`config.mk`:
```
export PLATFORM = sky130hd
export DESIGN_NAME = fetch_stage
export DESIGN_NICKNAME = d
export VERILOG_FILES = /design/src/rtl/fetch_stage_pkg.sv /design/src/rtl/fetch_stage_program_counter.sv /design/src/rtl/fetch_stage.sv
export SDC_FILE = /design/constraint.sdc
export NUM_CORES = 1
export LEC_CHECK = 0
export CORE_MARGIN = 2
export CORE_UTILIZATION = 30
export CTS_CLUSTER_DIAMETER = 120
export DETAILED_ROUTE_END_ITERATION = 7
export GPL_TIMING_DRIVEN = 1
export SLEW_MARGIN = 25
export SYNTH_ARGS = -nofsm -noshare
export SYNTH_HDL_FRONTEND = slang
export SYNTH_SLANG_ARGS = --single-unit
export TNS_END_PERCENT = 5
```
`constraint.sdc`:
```
create_clock -name clk -period 9.4 [get_ports clk]
set_input_delay 2.35 -clock clk [delete_from_list [all_inputs] [get_ports clk]]
set_output_delay 2.35 -clock clk [all_outputs]
set_load 0.005 [all_outputs]
```
`src/rtl/fetch_stage_pkg.sv`:
```
// Shared types and constants for the instruction fetch stage.
// IF_MISALIGN_CHK_EN (see fetch_stage) adds the HALT path.
package fetch_stage_pkg;

    localparam int unsigned DATA_WIDTH = 32;

    localparam logic [DATA_WIDTH-1:0] NOP_INSTR  = 32'h0000_0013;
    localparam logic [DATA_WIDTH-1:0] PC_STEP    = 32'd4;
    localparam logic [DATA_WIDTH-1:0] ALIGN_MASK = 32'h0000_0003;

    typedef logic [2:0] fetch_state_e;

    localparam fetch_state_e IDLE    = 3'd0;
    localparam fetch_state_e REQ     = 3'd1;
    localparam fetch_state_e WAIT    = 3'd2;
    localparam fetch_state_e FULL    = 3'd3;
    localparam fetch_state_e DISCARD = 3'd4;
    localparam fetch_state_e HALT    = 3'd5;

    function automatic logic [DATA_WIDTH-1:0] word_align(
        input logic [DATA_WIDTH-1:0] a
    );
        return a & ~ALIGN_MASK;
    endfunction

endpackage

```
`src/rtl/fetch_stage_program_counter.sv`:
```
// Fetch PC register: reset value, +4 step, redirect load.
// Redirect targets are always word aligned before loading.
module program_counter
    import fetch_stage_pkg::*;
#(
    parameter logic [DATA_WIDTH-1:0] RESET_PC = '0
) (
    input  logic                  clk,
    input  logic                  rst,
    input  logic                  load_i,
    input  logic [DATA_WIDTH-1:0] target_i,
    input  logic                  incr_i,
    output logic [DATA_WIDTH-1:0] pc_o
);

    logic [DATA_WIDTH-1:0] pc_q;
    logic [DATA_WIDTH-1:0] pc_d;

    always_comb begin
        pc_d = pc_q;
        if (load_i) begin
            pc_d = word_align(target_i);
        end else if (incr_i) begin
            pc_d = pc_q + PC_STEP;
        end
    end

    always_ff @(posedge clk or posedge rst) begin
        if (rst) begin
            pc_q <= RESET_PC;
        end else begin
            pc_q <= pc_d;
        end
    end

    assign pc_o = pc_q;

endmodule

```
`src/rtl/fetch_stage.sv`:
```
// Instruction fetch stage: PC, single-outstanding imem port, skid, IF/ID reg.
// Define IF_MISALIGN_CHK_EN to trap misaligned redirects (IF_misaligned_o, HALT).
module fetch_stage #(
    parameter logic [fetch_stage_pkg::DATA_WIDTH-1:0] RESET_PC  = '0,
    parameter logic [fetch_stage_pkg::DATA_WIDTH-1:0] NOP_INSTR =
        fetch_stage_pkg::NOP_INSTR
) (
    input  logic                                  clk,
    input  logic                                  rst,
    output logic                                  imem_req_o,
    output logic [fetch_stage_pkg::DATA_WIDTH-1:0] imem_addr_o,
    input  logic                                  imem_gnt_i,
    input  logic                                  imem_rvalid_i,
    input  logic [fetch_stage_pkg::DATA_WIDTH-1:0] imem_rdata_i,
    input  logic                                  ID_stall_i,
    input  logic                                  ID_PCSrc_i,
    input  logic [fetch_stage_pkg::DATA_WIDTH-1:0] ID_branch_target_addr_i,
`ifdef IF_MISALIGN_CHK_EN
    output logic                                  IF_misaligned_o,
`endif
    output logic                                  IF_valid_o,
    output logic [fetch_stage_pkg::DATA_WIDTH-1:0] IF_instruction_o,
    output logic [fetch_stage_pkg::DATA_WIDTH-1:0] IF_pc_o
);

    import fetch_stage_pkg::*;

    fetch_state_e state_q, state_d;

    logic [DATA_WIDTH-1:0] pc;
    logic [DATA_WIDTH-1:0] fetch_pc_q, fetch_pc_d;
    logic [DATA_WIDTH-1:0] instr_q, instr_d;
    logic [DATA_WIDTH-1:0] opc_q, opc_d;
    logic [DATA_WIDTH-1:0] skid_instr_q, skid_instr_d;
    logic [DATA_WIDTH-1:0] skid_pc_q, skid_pc_d;
    logic                  valid_q, valid_d;
    logic                  pend_q, pend_d;

    logic req;
    logic pc_load;
    logic pc_incr;
    logic take_out;
    logic take_skid;
    logic skid_load;
    logic out_free;
    logic misal;

    assign out_free = !valid_q || !ID_stall_i;

`ifdef IF_MISALIGN_CHK_EN
    logic mis_q, mis_d;

    assign misal = |ID_branch_target_addr_i[1:0];
    assign mis_d = ID_PCSrc_i ? misal : mis_q;

    always_ff @(posedge clk or posedge rst) begin
        if (rst) begin
            mis_q <= 1'b0;
        end else begin
            mis_q <= mis_d;
        end
    end

    assign IF_misaligned_o = mis_q;
`else
    assign misal = 1'b0;
`endif

    program_counter #(
        .RESET_PC (RESET_PC)
    ) u_pc (
        .clk      (clk),
        .rst      (rst),
        .load_i   (pc_load),
        .target_i (ID_branch_target_addr_i),
        .incr_i   (pc_incr),
        .pc_o     (pc)
    );

    // Redirect overrides every other transition out of the current state.
    always_comb begin
        state_d   = state_q;
        req       = 1'b0;
        pc_load   = 1'b0;
        pc_incr   = 1'b0;
        take_out  = 1'b0;
        take_skid = 1'b0;
        skid_load = 1'b0;
        if (ID_PCSrc_i) begin
            pc_load = 1'b1;
            unique case (state_q)
                REQ: begin
                    req     = 1'b1;
                    state_d = imem_gnt_i ? DISCARD : REQ;
                end
                WAIT:    state_d = imem_rvalid_i ? REQ : DISCARD;
                DISCARD: state_d = imem_rvalid_i ? REQ : DISCARD;
                HALT: begin
                    state_d = (pend_q && !imem_rvalid_i) ? DISCARD : REQ;
                end
                default: state_d = REQ;
            endcase
            if (misal) begin
                state_d = HALT;
            end
        end else begin
            unique case (state_q)
                IDLE: state_d = REQ;
                REQ: begin
                    req = 1'b1;
                    if (imem_gnt_i) begin
                        pc_incr = 1'b1;
                        state_d = WAIT;
                    end
                end
                WAIT: begin
                    if (imem_rvalid_i && out_free) begin
                        take_out = 1'b1;
                        req      = 1'b1;
                        if (imem_gnt_i) begin
                            pc_incr = 1'b1;
                        end else begin
                            state_d = REQ;
                        end
                    end else if (imem_rvalid_i) begin
                        skid_load = 1'b1;
                        state_d   = FULL;
                    end
                end
                FULL: begin
                    if (!ID_stall_i) begin
                        take_skid = 1'b1;
                        state_d   = REQ;
                    end
                end
                DISCARD: begin
                    if (imem_rvalid_i) begin
                        state_d = REQ;
                    end
                end
                default: state_d = state_q;
            endcase
        end
    end

    // Track an in-flight response so leaving HALT never loses a stale word.
    always_comb begin
        pend_d = pend_q;
        if (req && imem_gnt_i) begin
            pend_d = 1'b1;
        end else if (imem_rvalid_i) begin
            pend_d = 1'b0;
        end
    end

    assign fetch_pc_d   = (req && imem_gnt_i) ? pc : fetch_pc_q;
    assign skid_instr_d = skid_load ? imem_rdata_i : skid_instr_q;
    assign skid_pc_d    = skid_load ? fetch_pc_q : skid_pc_q;

    always_comb begin
        valid_d = valid_q;
        instr_d = instr_q;
        opc_d   = opc_q;
        if (ID_PCSrc_i) begin
            valid_d = 1'b0;
        end else if (take_out) begin
            valid_d = 1'b1;
            instr_d = imem_rdata_i;
            opc_d   = fetch_pc_q;
        end else if (take_skid) begin
            valid_d = 1'b1;
            instr_d = skid_instr_q;
            opc_d   = skid_pc_q;
        end else if (!ID_stall_i) begin
            valid_d = 1'b0;
        end
    end

    always_ff @(posedge clk or posedge rst) begin
        if (rst) begin
            state_q      <= IDLE;
            pend_q       <= 1'b0;
            fetch_pc_q   <= '0;
            valid_q      <= 1'b0;
            instr_q      <= NOP_INSTR;
            opc_q        <= '0;
            skid_instr_q <= '0;
            skid_pc_q    <= '0;
        end else begin
            state_q      <= state_d;
            pend_q       <= pend_d;
            fetch_pc_q   <= fetch_pc_d;
            valid_q      <= valid_d;
            instr_q      <= instr_d;
            opc_q        <= opc_d;
            skid_instr_q <= skid_instr_d;
            skid_pc_q    <= skid_pc_d;
        end
    end

    assign imem_req_o       = req;
    assign imem_addr_o      = pc;
    assign IF_valid_o       = valid_q;
    assign IF_instruction_o = valid_q ? instr_q : NOP_INSTR;
    assign IF_pc_o          = opc_q;

endmodule

```
==> flow_summary_export.csv, run 1 <==
group,metric,value,unit
min_path,hold_path_class,"reg2reg",
global_route,grt_max_degree,114,
timing,timing.final.crit_share,72.3,%
power,pwr-share-comb,23.3,%
power,p_leak,4.56,nW
route,drt_iter0_drc,406,
critical_path,startpoint_type,"primary input",
critical_path,reg2reg_from,"state_q[2]$_DFFE_PP0P_",
route,drc_errors,0,
die,core,28000,um^2
timing,fin_skew,0.0118,ns
synth,yosysWarnings,0,
final_layout,finish.utilization,39.6,%
power,p_int,1.74,mW
outcome,status,"completed",
synth,synth-edff-count,0,
die,die_w,173,um
synth,avgSynthCellArea,11.5,um^2
global_route,grt_pass1_wl,33900,um
timing,final.setup.tns,0,ns
die,num_rows,61,
timing,max-slew-margin-rel,33.0,%
final_layout,fin_cells,1283,
critical_path,crit_fanout,60,
synth,synth-compound-area-share,6.96,%
route,routedWlPerCell,16.4,um
critical_path,worstPathRequired,7.05,ns
min_path,min_path_cells,2,
critical_path,cp.arrival,4.45,ns
place,post-dp-hpwl,14000,um
die,die_h,173,um
die,ios,168,
synth,syn_inst,748,
die,die-area,30000,um^2
critical_path,worst_r2r_endpoint,"fetch_pc_q[7]$_DFFE_PP0P_",
timing,slew_violations,0,
power,power.total,2.46,mW
timing,rsz0062_at_grt,"no",
route,via_per_inst,4.70,
power,p_seq_share,47.5,%
synth,synth_top_family_by_area,"multiplexers",
critical_path,crit_chain,"buf_2, buf_4, clkinv_1, and3_4, or2_2, clkdlybuf4s50_1",
synth,yosys.area_share.simple,12.0,%
synth,synth.distinct_cells,49,
clocking,cts.htree.levels,4,
clocking,cts_max_path_buffers,2,
synth,synth_commonest_cells,"dfrtp_1 (186), nand2_1 (106), o21ai_0 (95), mux2_2 (69), mux2i_1 (63)",
final_layout,final_area,11100,um^2
final_layout,n_antenna_cell,0,
synth,synth_fa_ha_area_share,0.146,%
timing,setup_viol,0,
synth,yosys-top-cells-area,"dfrtp_1 (54%), mux2_2 (9.0%), mux2i_1 (7.3%)",
route,drtPass1Iterations,4,
synth,synth_top_cell_by_area,"dfrtp_1",
synth,synth_top_area_share,54.1,%
clocking,cts.repair.resized,0,
route,totalWireLength,21100,um
synth,syn-cell-area,8600,um^2
final_layout,area.growth.synth_to_final,29.2,%
power,p_switching,721,uW
clocking,clk_pin_slew,0.06,ns
timing,min_period,6.80,ns
global_route,grt_pass1_vias,5932,
place,port_buffers,161,
timing,finalHoldViolations,0,
synth,yosys-mux-area-fraction,19.4,%
critical_path,cpLargestDelayFamily,"buffers and inverters",
timing,tightest_slew,1.01,ns
route,via_count,6025,
clocking,ctsHoldBuffers,0,
clocking,cts_made_buffers,17,
critical_path,cp_slowest_cell,"clkdlybuf4s50_1",
run,maxCapViolations,0,
clocking,insertion_delay,0.43,ns
final_layout,drive_above_1_share,13.5,%
min_path,hp-start,"fetch_pc_q[17]$_DFFE_PP0P_",
die,start_util,30.7,%
power,p_clk_share,29.2,%
critical_path,path_class,"in2out",
global_route,track_usage,14.3,%
place,gp_congestion,0.740,
clocking,tritoncts,"built",
synth,synth-xor-area-share,2.85,%
critical_path,regToRegSetupSlack,6.25,ns
synth,ys.flop_type,"dfrtp_1",
synth,synthArstFlopShare,100,%
critical_path,cp.depth,6,
place,place_area,10500,um^2
global_route,antenna_found_initial,2,
clocking,cts-root-buf,"clkbuf_16",
global_route,grt-ovfl-total,0,
power,p_per_area,222,nW/um^2
route,antenna_left,0,
clocking,cts.sinks,189,
synth,yosysSeqAreaShare,55.1,%
critical_path,worstSetupEndpointType,"primary output",
critical_path,reg2reg_depth,6,
timing,fmax,147,MHz
power,swShare,29.3,%
critical_path,worstPathBufferInverterCount,4,
critical_path,max_stage_delay,0.45,ns
clocking,post-cts-setup-buffers,0,
synth,synth_seq_cells,189,
power,peakVddDrop,0.0974,mV
min_path,hold_end,"fetch_pc_q[17]$_DFFE_PP0P_",
place,dp.cells,1251,
synth,synthMostInstantiatedCell,"dfrtp_1",
final_layout,nNetsFinal,963,
==> routing by layer <==
metal	track usage, %	up-vias	wire length, um
li1	-	2889	-
met1	20.4	2967	10300
met2	21.7	148	9490
met3	3.44	17	1090
met4	3.78	4	216
met5	0	-	25
==> worst max-delay path by stage <==
stage               startpoint                      end  slack (ns)
floorplan                  rst  IF_pc_o[10]$_DFFE_PP0P_        1.91
global placement    ID_PCSrc_i               imem_req_o        2.56
detailed placement  ID_PCSrc_i               imem_req_o        2.56
CTS                 ID_PCSrc_i               imem_req_o        2.56
global route        ID_PCSrc_i               imem_req_o        2.44
finish              ID_PCSrc_i               imem_req_o        2.60
==> registers in the layout, indices dropped and copies added (netlist names) <==
name and flops:
u_pc.pc_o 30, IF_pc_o 30, pend_q 1, skid_instr_q 32, instr_q 32, skid_pc_q 30, state_q 3, IF_valid_o 1
fetch_pc_q 30
==> cells by family (layout without fill, tap and decap cells) <==
logic type,after synthesis,in the layout
muxes,155,155
and+or+nand+nor,208,208
DFF,189,189
AOI/OAI and AO/OA,110,110
adders and majority gates,1,1
xor gates and xnor gates,28,28
other,1,4
buffers and inverters,56,210
==> worst reg2reg max path, cell delays in order (launching register included) <==
cell and delay [ns]:
dfrtp_1 0.53, and4bb_1 0.45, and3_4 0.40, buf_4 0.79
o21ai_4 0.17, buf_4 0.32, mux2_1 0.38
==> cells in the final DEF (no fill, tap or decap), types with 16 or more instances in the layout <==
cell / Yosys / final
clkdlybuf4s50_1: 0 / 160
mux2i_1: 63 / 63
xor2_1: 21 / 21
nand2_1: 106 / 106
mux2_1: 23 / 23
mux2_2: 69 / 69
and2_1: 30 / 30
clkbuf_16: 0 / 17
nand4_1: 19 / 19
o21ai_0: 95 / 95
dfrtp_1: 186 / 186
nand3_1: 16 / 16
==> stage by stage <==
step	setup slack, ns	hold slack [ns]
after floorplan	1.91	0.460
after global placement	2.56	0.481
after detailed placement	2.56	0.489
after CTS	2.56	0.507
after global routing	2.44	0.522
final	2.60	0.503
==> area by class of cell <==
class	instances	area, um^2
well taps	378	473
clock buffers	22	484
clock inverters	10	103
flip-flops and latches	189	4730
repair buffers	171	1690
inverters	7	33.8
fillers	2718	16900
multi-input cells	506	3590
==> power by group through the flow <==
stage	registers (mW)	clock network (mW)	logic (mW)
6_report	1.17	0.719	0.575
3_5_place_dp	1.19	0	0.586
3_3_place_gp	1.18	0	0.570
2_1_floorplan	1.14	0	0.327
5_1_grt	1.20	0.776	0.634
4_1_cts	1.17	0.743	0.588
No activity file was read; power rests on OpenSTA's default activity.
==> run 2, diff against run 1 <==
==> constraint.sdc (replaced) <==
create_clock -name clk -period 6.76 [get_ports clk]
set_input_delay 1.69 -clock clk [delete_from_list [all_inputs] [get_ports clk]]
set_output_delay 1.69 -clock clk [all_outputs]
set_load 0.005 [all_outputs]
==> flow_summary_export.csv, run 2 (same netlist as run 1, synthesis figures left out) <==
group,metric,value,unit
global_route,grt_pass1_vias,5948,
global_route,grt_pass1_wl,34200,um
die,start_util,30.7,%
clocking,clk_pin_slew,0.08,ns
die,ios,168,
critical_path,reg2reg_from,"state_q[2]$_DFFE_PP0P_",
global_route,use_met1,20.1,%
clocking,post-cts-setup-buffers,0,
min_path,hp-start,"fetch_pc_q[18]$_DFFE_PP0P_",
timing,fmax,192,MHz
critical_path,worst_r2r_endpoint,"fetch_pc_q[15]$_DFFE_PP0P_",
die,num_rows,61,
clocking,insertion_delay,0.44,ns
final_layout,fin_cells,1285,
route,drt_iter0_drc,340,
critical_path,worstSetupEndpointType,"primary output",
critical_path,path_class,"in2out",
min_path,hold_path_class,"reg2reg",
critical_path,cp_slowest_cell,"clkdlybuf4s50_1",
route,totalWireLength,20900,um
place,post-dp-hpwl,13500,um
global_route,grt-ovfl-total,0,
final_layout,area.growth.synth_to_final,29.6,%
power,p_leak,4.57,nW
global_route,track_usage,14.4,%
critical_path,reg2reg_depth,6,
critical_path,cpLargestDelayFamily,"buffers and inverters",
timing,rsz0062_at_grt,"no",
critical_path,critPathMostFrequentCell,"clkdlybuf4s50_1",
timing,min_period,5.20,ns
die,core,28000,um^2
critical_path,cp.arrival,3.51,ns
clocking,cts-root-buf,"clkbuf_16",
timing,tightest_slew,0.937,ns
global_route,grt_max_degree,187,
clocking,cts_made_buffers,17,
power,power.total,3.42,mW
route,drc_errors,0,
timing,slew_violations,0,
global_route,grt.busiest_layer,"met2",
global_route,grtUsageMet2,21.9,%
global_route,antenna_found_initial,2,
final_layout,n_antenna_cell,0,
timing,max-slew-margin-rel,37.4,%
critical_path,crit_chain,"clkdlybuf4s50_1, and4bb_1, and3_4, or2_2, clkdlybuf4s50_1",
final_layout,nNetsFinal,965,
min_path,min_path_cells,2,
timing,final.setup.tns,0,ns
critical_path,worstPathBufferInverterCount,2,
power,peakVddDrop,0.144,mV
final_layout,layout_common_cells,"dfrtp_1 (186), clkdlybuf4s50_1 (160), nand2_1 (106), o21ai_0 (95), mux2_2 (69)",
run,maxCapViolations,0,
outcome,status,"completed",
route,via_per_inst,4.70,
final_layout,drive_above_1_share,13.6,%
critical_path,max_stage_delay,0.51,ns
critical_path,worstPathRequired,5.07,ns
timing,finalHoldViolations,0,
critical_path,startpoint_type,"primary input",
critical_path,crit_fanout,5,
route,drtPass1Iterations,6,
min_path,hold_end,"IF_pc_o[18]$_DFFE_PP0P_",
place,port_buffers,161,
global_route,grt_use_met3,3.57,%
place,gp_congestion,0.779,
die,die_w,173,um
clocking,cts_max_path_buffers,2,
timing,setup_viol,0,
clocking,tritoncts,"built",
timing,timing.final.crit_share,76.9,%
final_layout,finish.utilization,39.8,%
timing,fin_skew,0.0143,ns
die,die_h,173,um
final_layout,layout_commonest_cell,"dfrtp_1",
clocking,cts.htree.levels,4,
place,dp.cells,1252,
clocking,cts.sinks,189,
route,antenna_left,0,
clocking,ctsHoldBuffers,0,
final_layout,reg.largest.list,"instr_q: 32 flops, skid_instr_q: 32 flops",
die,die-area,30000,um^2
power,p_per_area,307,nW/um^2
clocking,cts.repair.resized,0,
critical_path,regToRegSetupSlack,4.04,ns
route,routedWlPerCell,16.3,um
route,via_count,6042,
==> run 2: cell types whose count changed in the layout (fill, tap and decap cells not counted), sizes merged <==
cell,delta
inv,+4
clkinv,-2
clkbuf,-2
buf,+2
==> run 2: worst register-to-register path, delay by kind of cell (launching register included) <==
kind	cells	cell delay [ns]
compound gates	1	0.39
simple gates	2	0.52
buf+inv	2	0.72
flops	1	0.59
mux	1	0.40
==> run 2: area by class of cell <==
type,count,area [um^2]
sequential,189,4730
tap,378,473
inverter,7,30.0
fill,2714,16900
clock inverter,12,126
multi-input combinational,506,3590
clock buffer,20,447
timing repair buffer,173,1740
==> run 2: through the flow <==
step | instance area, um^2 | setup WS [ns] | hold WS [ns]
CTS | 11100 | 1.55 | 0.509
finish | 11100 | 1.56 | 0.504
floorplan | 8610 | 2.37 | 0.460
global route | 11100 | 1.46 | 0.521
detailed placement | 10500 | 1.56 | 0.490
global placement | 10500 | 1.57 | 0.480
==> run 2: worst max-delay path by stage <==
stage / start / endpoint / cells after the start
global placement: imem_rvalid_i / imem_req_o / 5
detailed placement: imem_rvalid_i / imem_req_o / 5
CTS: imem_rvalid_i / imem_req_o / 5
global route: imem_rvalid_i / imem_req_o / 5
floorplan: imem_rvalid_i / imem_req_o / 5
finish: imem_rvalid_i / imem_req_o / 5
==> run 2: layer usage <==
| metal | share of wire, % | wire (um) |
|---|---|---|
| met4 | 1.4 | 302 |
| met2 | 45 | 9480 |
| met3 | 5.2 | 1080 |
| met5 | 0.053 | 11 |
| met1 | 48 | 10000 |
==> run 2: power by group <==
part | leakage [nW] | internal, mW | switching, mW
clock | 0.281 | 0.531 | 0.474
sequential | 2.48 | 1.41 | 0.211
combinational | 1.81 | 0.460 | 0.337
total | 4.57 | 2.40 | 1.02
==> run 3, diff against run 2 <==
==> constraint.sdc (replaced) <==
create_clock -name clk -period 4.55 [get_ports clk]
set_input_delay 1.1375 -clock clk [delete_from_list [all_inputs] [get_ports clk]]
set_output_delay 1.1375 -clock clk [all_outputs]
set_load 0.005 [all_outputs]
==> flow_summary_export.csv, run 3 (same netlist as run 1, synthesis figures left out) <==
group,metric,value,unit
timing,setup_viol,0,
route,routedWlPerCell,16.1,um
global_route,grt-ovfl-total,0,
global_route,antenna_found_initial,1,
final_layout,drive_above_1_share,14.2,%
power,p_per_area,451,nW/um^2
final_layout,nNetsFinal,969,
timing,slew_violations,0,
timing,timing.final.crit_share,90.1,%
critical_path,cp.depth,5,
critical_path,cp_slowest_cell,"clkdlybuf4s50_1",
global_route,grt.busiest_layer,"met2",
route,antenna_left,0,
clocking,cts.sinks,189,
die,die_w,173,um
timing,fin_skew,0.0139,ns
timing,max-slew-margin-rel,47.7,%
route,drtPass1Iterations,4,
timing,final.setup.tns,0,ns
global_route,grt_pass1_vias,6204,
min_path,hold_path_class,"reg2reg",
clocking,cts-root-buf,"clkbuf_16",
final_layout,layout_commonest_cell,"dfrtp_1",
timing,timing.hold.ws,0.502,ns
die,die-area,30000,um^2
route,drt_iter0_drc,342,
timing,finalHoldViolations,0,
clocking,clk_pin_slew,0.07,ns
clocking,ctsHoldBuffers,0,
timing,rsz0062_at_grt,"no",
final_layout,area.growth.synth_to_final,29.6,%
min_path,min_path_cells,2,
critical_path,max_stage_delay,0.51,ns
power,peakVddDrop,0.228,mV
critical_path,cp.arrival,2.96,ns
clocking,cts.repair.resized,0,
clocking,insertion_delay,0.43,ns
run,maxCapViolations,0,
place,port_buffers,161,
outcome,status,"completed",
clocking,post-cts-setup-buffers,0,
global_route,track_usage,14.3,%
critical_path,critPathMostFrequentCell,"clkdlybuf4s50_1",
die,core,28000,um^2
global_route,grt_max_degree,83,
place,gp_congestion,0.733,
clocking,cts_made_buffers,17,
critical_path,cpLargestDelayFamily,"buffers and inverters",
global_route,use_met1,19.8,%
die,num_rows,61,
timing,fmax,244,MHz
critical_path,worstPathBufferInverterCount,2,
global_route,grtUsageMet2,22.4,%
route,via_count,6043,
critical_path,startpoint_type,"primary input",
clocking,cts.htree.levels,4,
route,drc_errors,0,
timing,min_period,4.10,ns
critical_path,crit_chain,"clkdlybuf4s50_1, and4bb_1, and3_4, or2_2, clkdlybuf4s50_1",
critical_path,crit_fanout,5,
clocking,cts_max_path_buffers,2,
critical_path,worstPathRequired,3.41,ns
final_layout,n_antenna_cell,0,
global_route,grt_use_met3,3.86,%
final_layout,reg.largest.list,"instr_q: 32 flops, skid_instr_q: 32 flops",
place,post-dp-hpwl,14000,um
critical_path,path_class,"in2out",
route,via_per_inst,4.69,
die,die_h,173,um
timing,tightest_slew,0.784,ns
route,totalWireLength,20700,um
critical_path,worstSetupEndpointType,"primary output",
final_layout,layout_common_cells,"dfrtp_1 (186), clkdlybuf4s50_1 (160), nand2_1 (106), o21ai_0 (95), mux2_2 (69)",
die,ios,168,
critical_path,reg2reg_depth,5,
power,p_leak,4.58,nW
die,start_util,30.7,%
clocking,tritoncts,"built",
global_route,grt_pass1_wl,34300,um
[run 3: cell types whose count changed in the layout (fill, tap and decap cells not counted), sizes merged]
cell,before,now
buf,13,17
bufinv,1,0
clkbuf,20,17
clkinv,3,9
clkinvlp,2,1
inv,13,12
[run 3: worst register-to-register path, delay by kind of cell, from the launching register on]
kind,cells,cell delay (ns)
AOI/OAI and AO/OA,1,0.30
buffers and inverters,2,1.04
and+or+nand+nor,2,0.65
DFF,1,0.52
[run 3: per-stage QoR]
step	std cells	worst slack, ns	area, um^2	total power, mW	utilization [%]
2_1_floorplan	751	0.980	8610	3.02	-
3_3_place_gp	1257	0.453	10600	3.63	37.8
3_5_place_dp	1257	0.465	10600	3.66	37.8
4_1_cts	1289	0.447	11100	5.12	39.8
5_1_grt	1289	0.384	11100	5.36	39.8
6_report	1289	0.449	11100	5.02	39.8
[run 3: per-layer routing]
layer | up-vias | part of all wire, %
met5 | - | 0.053
met4 | 2 | 0.84
met3 | 15 | 4.9
met2 | 141 | 45
met1 | 2984 | 49
li1 | 2901 | -
[run 3: power by group]
part	leakage (nW)	internal, mW	switching (mW)
Sequential	2.48	2.10	0.316
Clock	0.279	0.721	0.698
Combinational	1.82	0.688	0.503
[run 3: worst paths after layout]
kind,startpoint,slack [ns],to
worst max-delay path,imem_rvalid_i,0.45,imem_req_o
worst min-delay path,fetch_pc_q[13]$_DFFE_PP0P_,0.50,IF_pc_o[13]$_DFFE_PP0P_
worst max register to register,state_q[2]$_DFFE_PP0P_,1.87,IF_pc_o[23]$_DFFE_PP0P_
worst min register to register,fetch_pc_q[13]$_DFFE_PP0P_,0.50,IF_pc_o[13]$_DFFE_PP0P_
max in group asynchronous,rst,2.58,u_pc.pc_o[20]$_DFFE_PP0P_
min in group asynchronous,rst,1.07,u_pc.pc_o[30]$_DFFE_PP0P_
[run 3: area by class of cell]
type / count / area (um^2)
multi-input cells: 506 / 3590
well taps: 378 / 473
flip-flops and latches: 189 / 4730
fillers: 2756 / 16900
clock buffers: 17 / 425
repair buffers: 177 / 1750
clock inverters: 15 / 133
inverters: 7 / 30.0
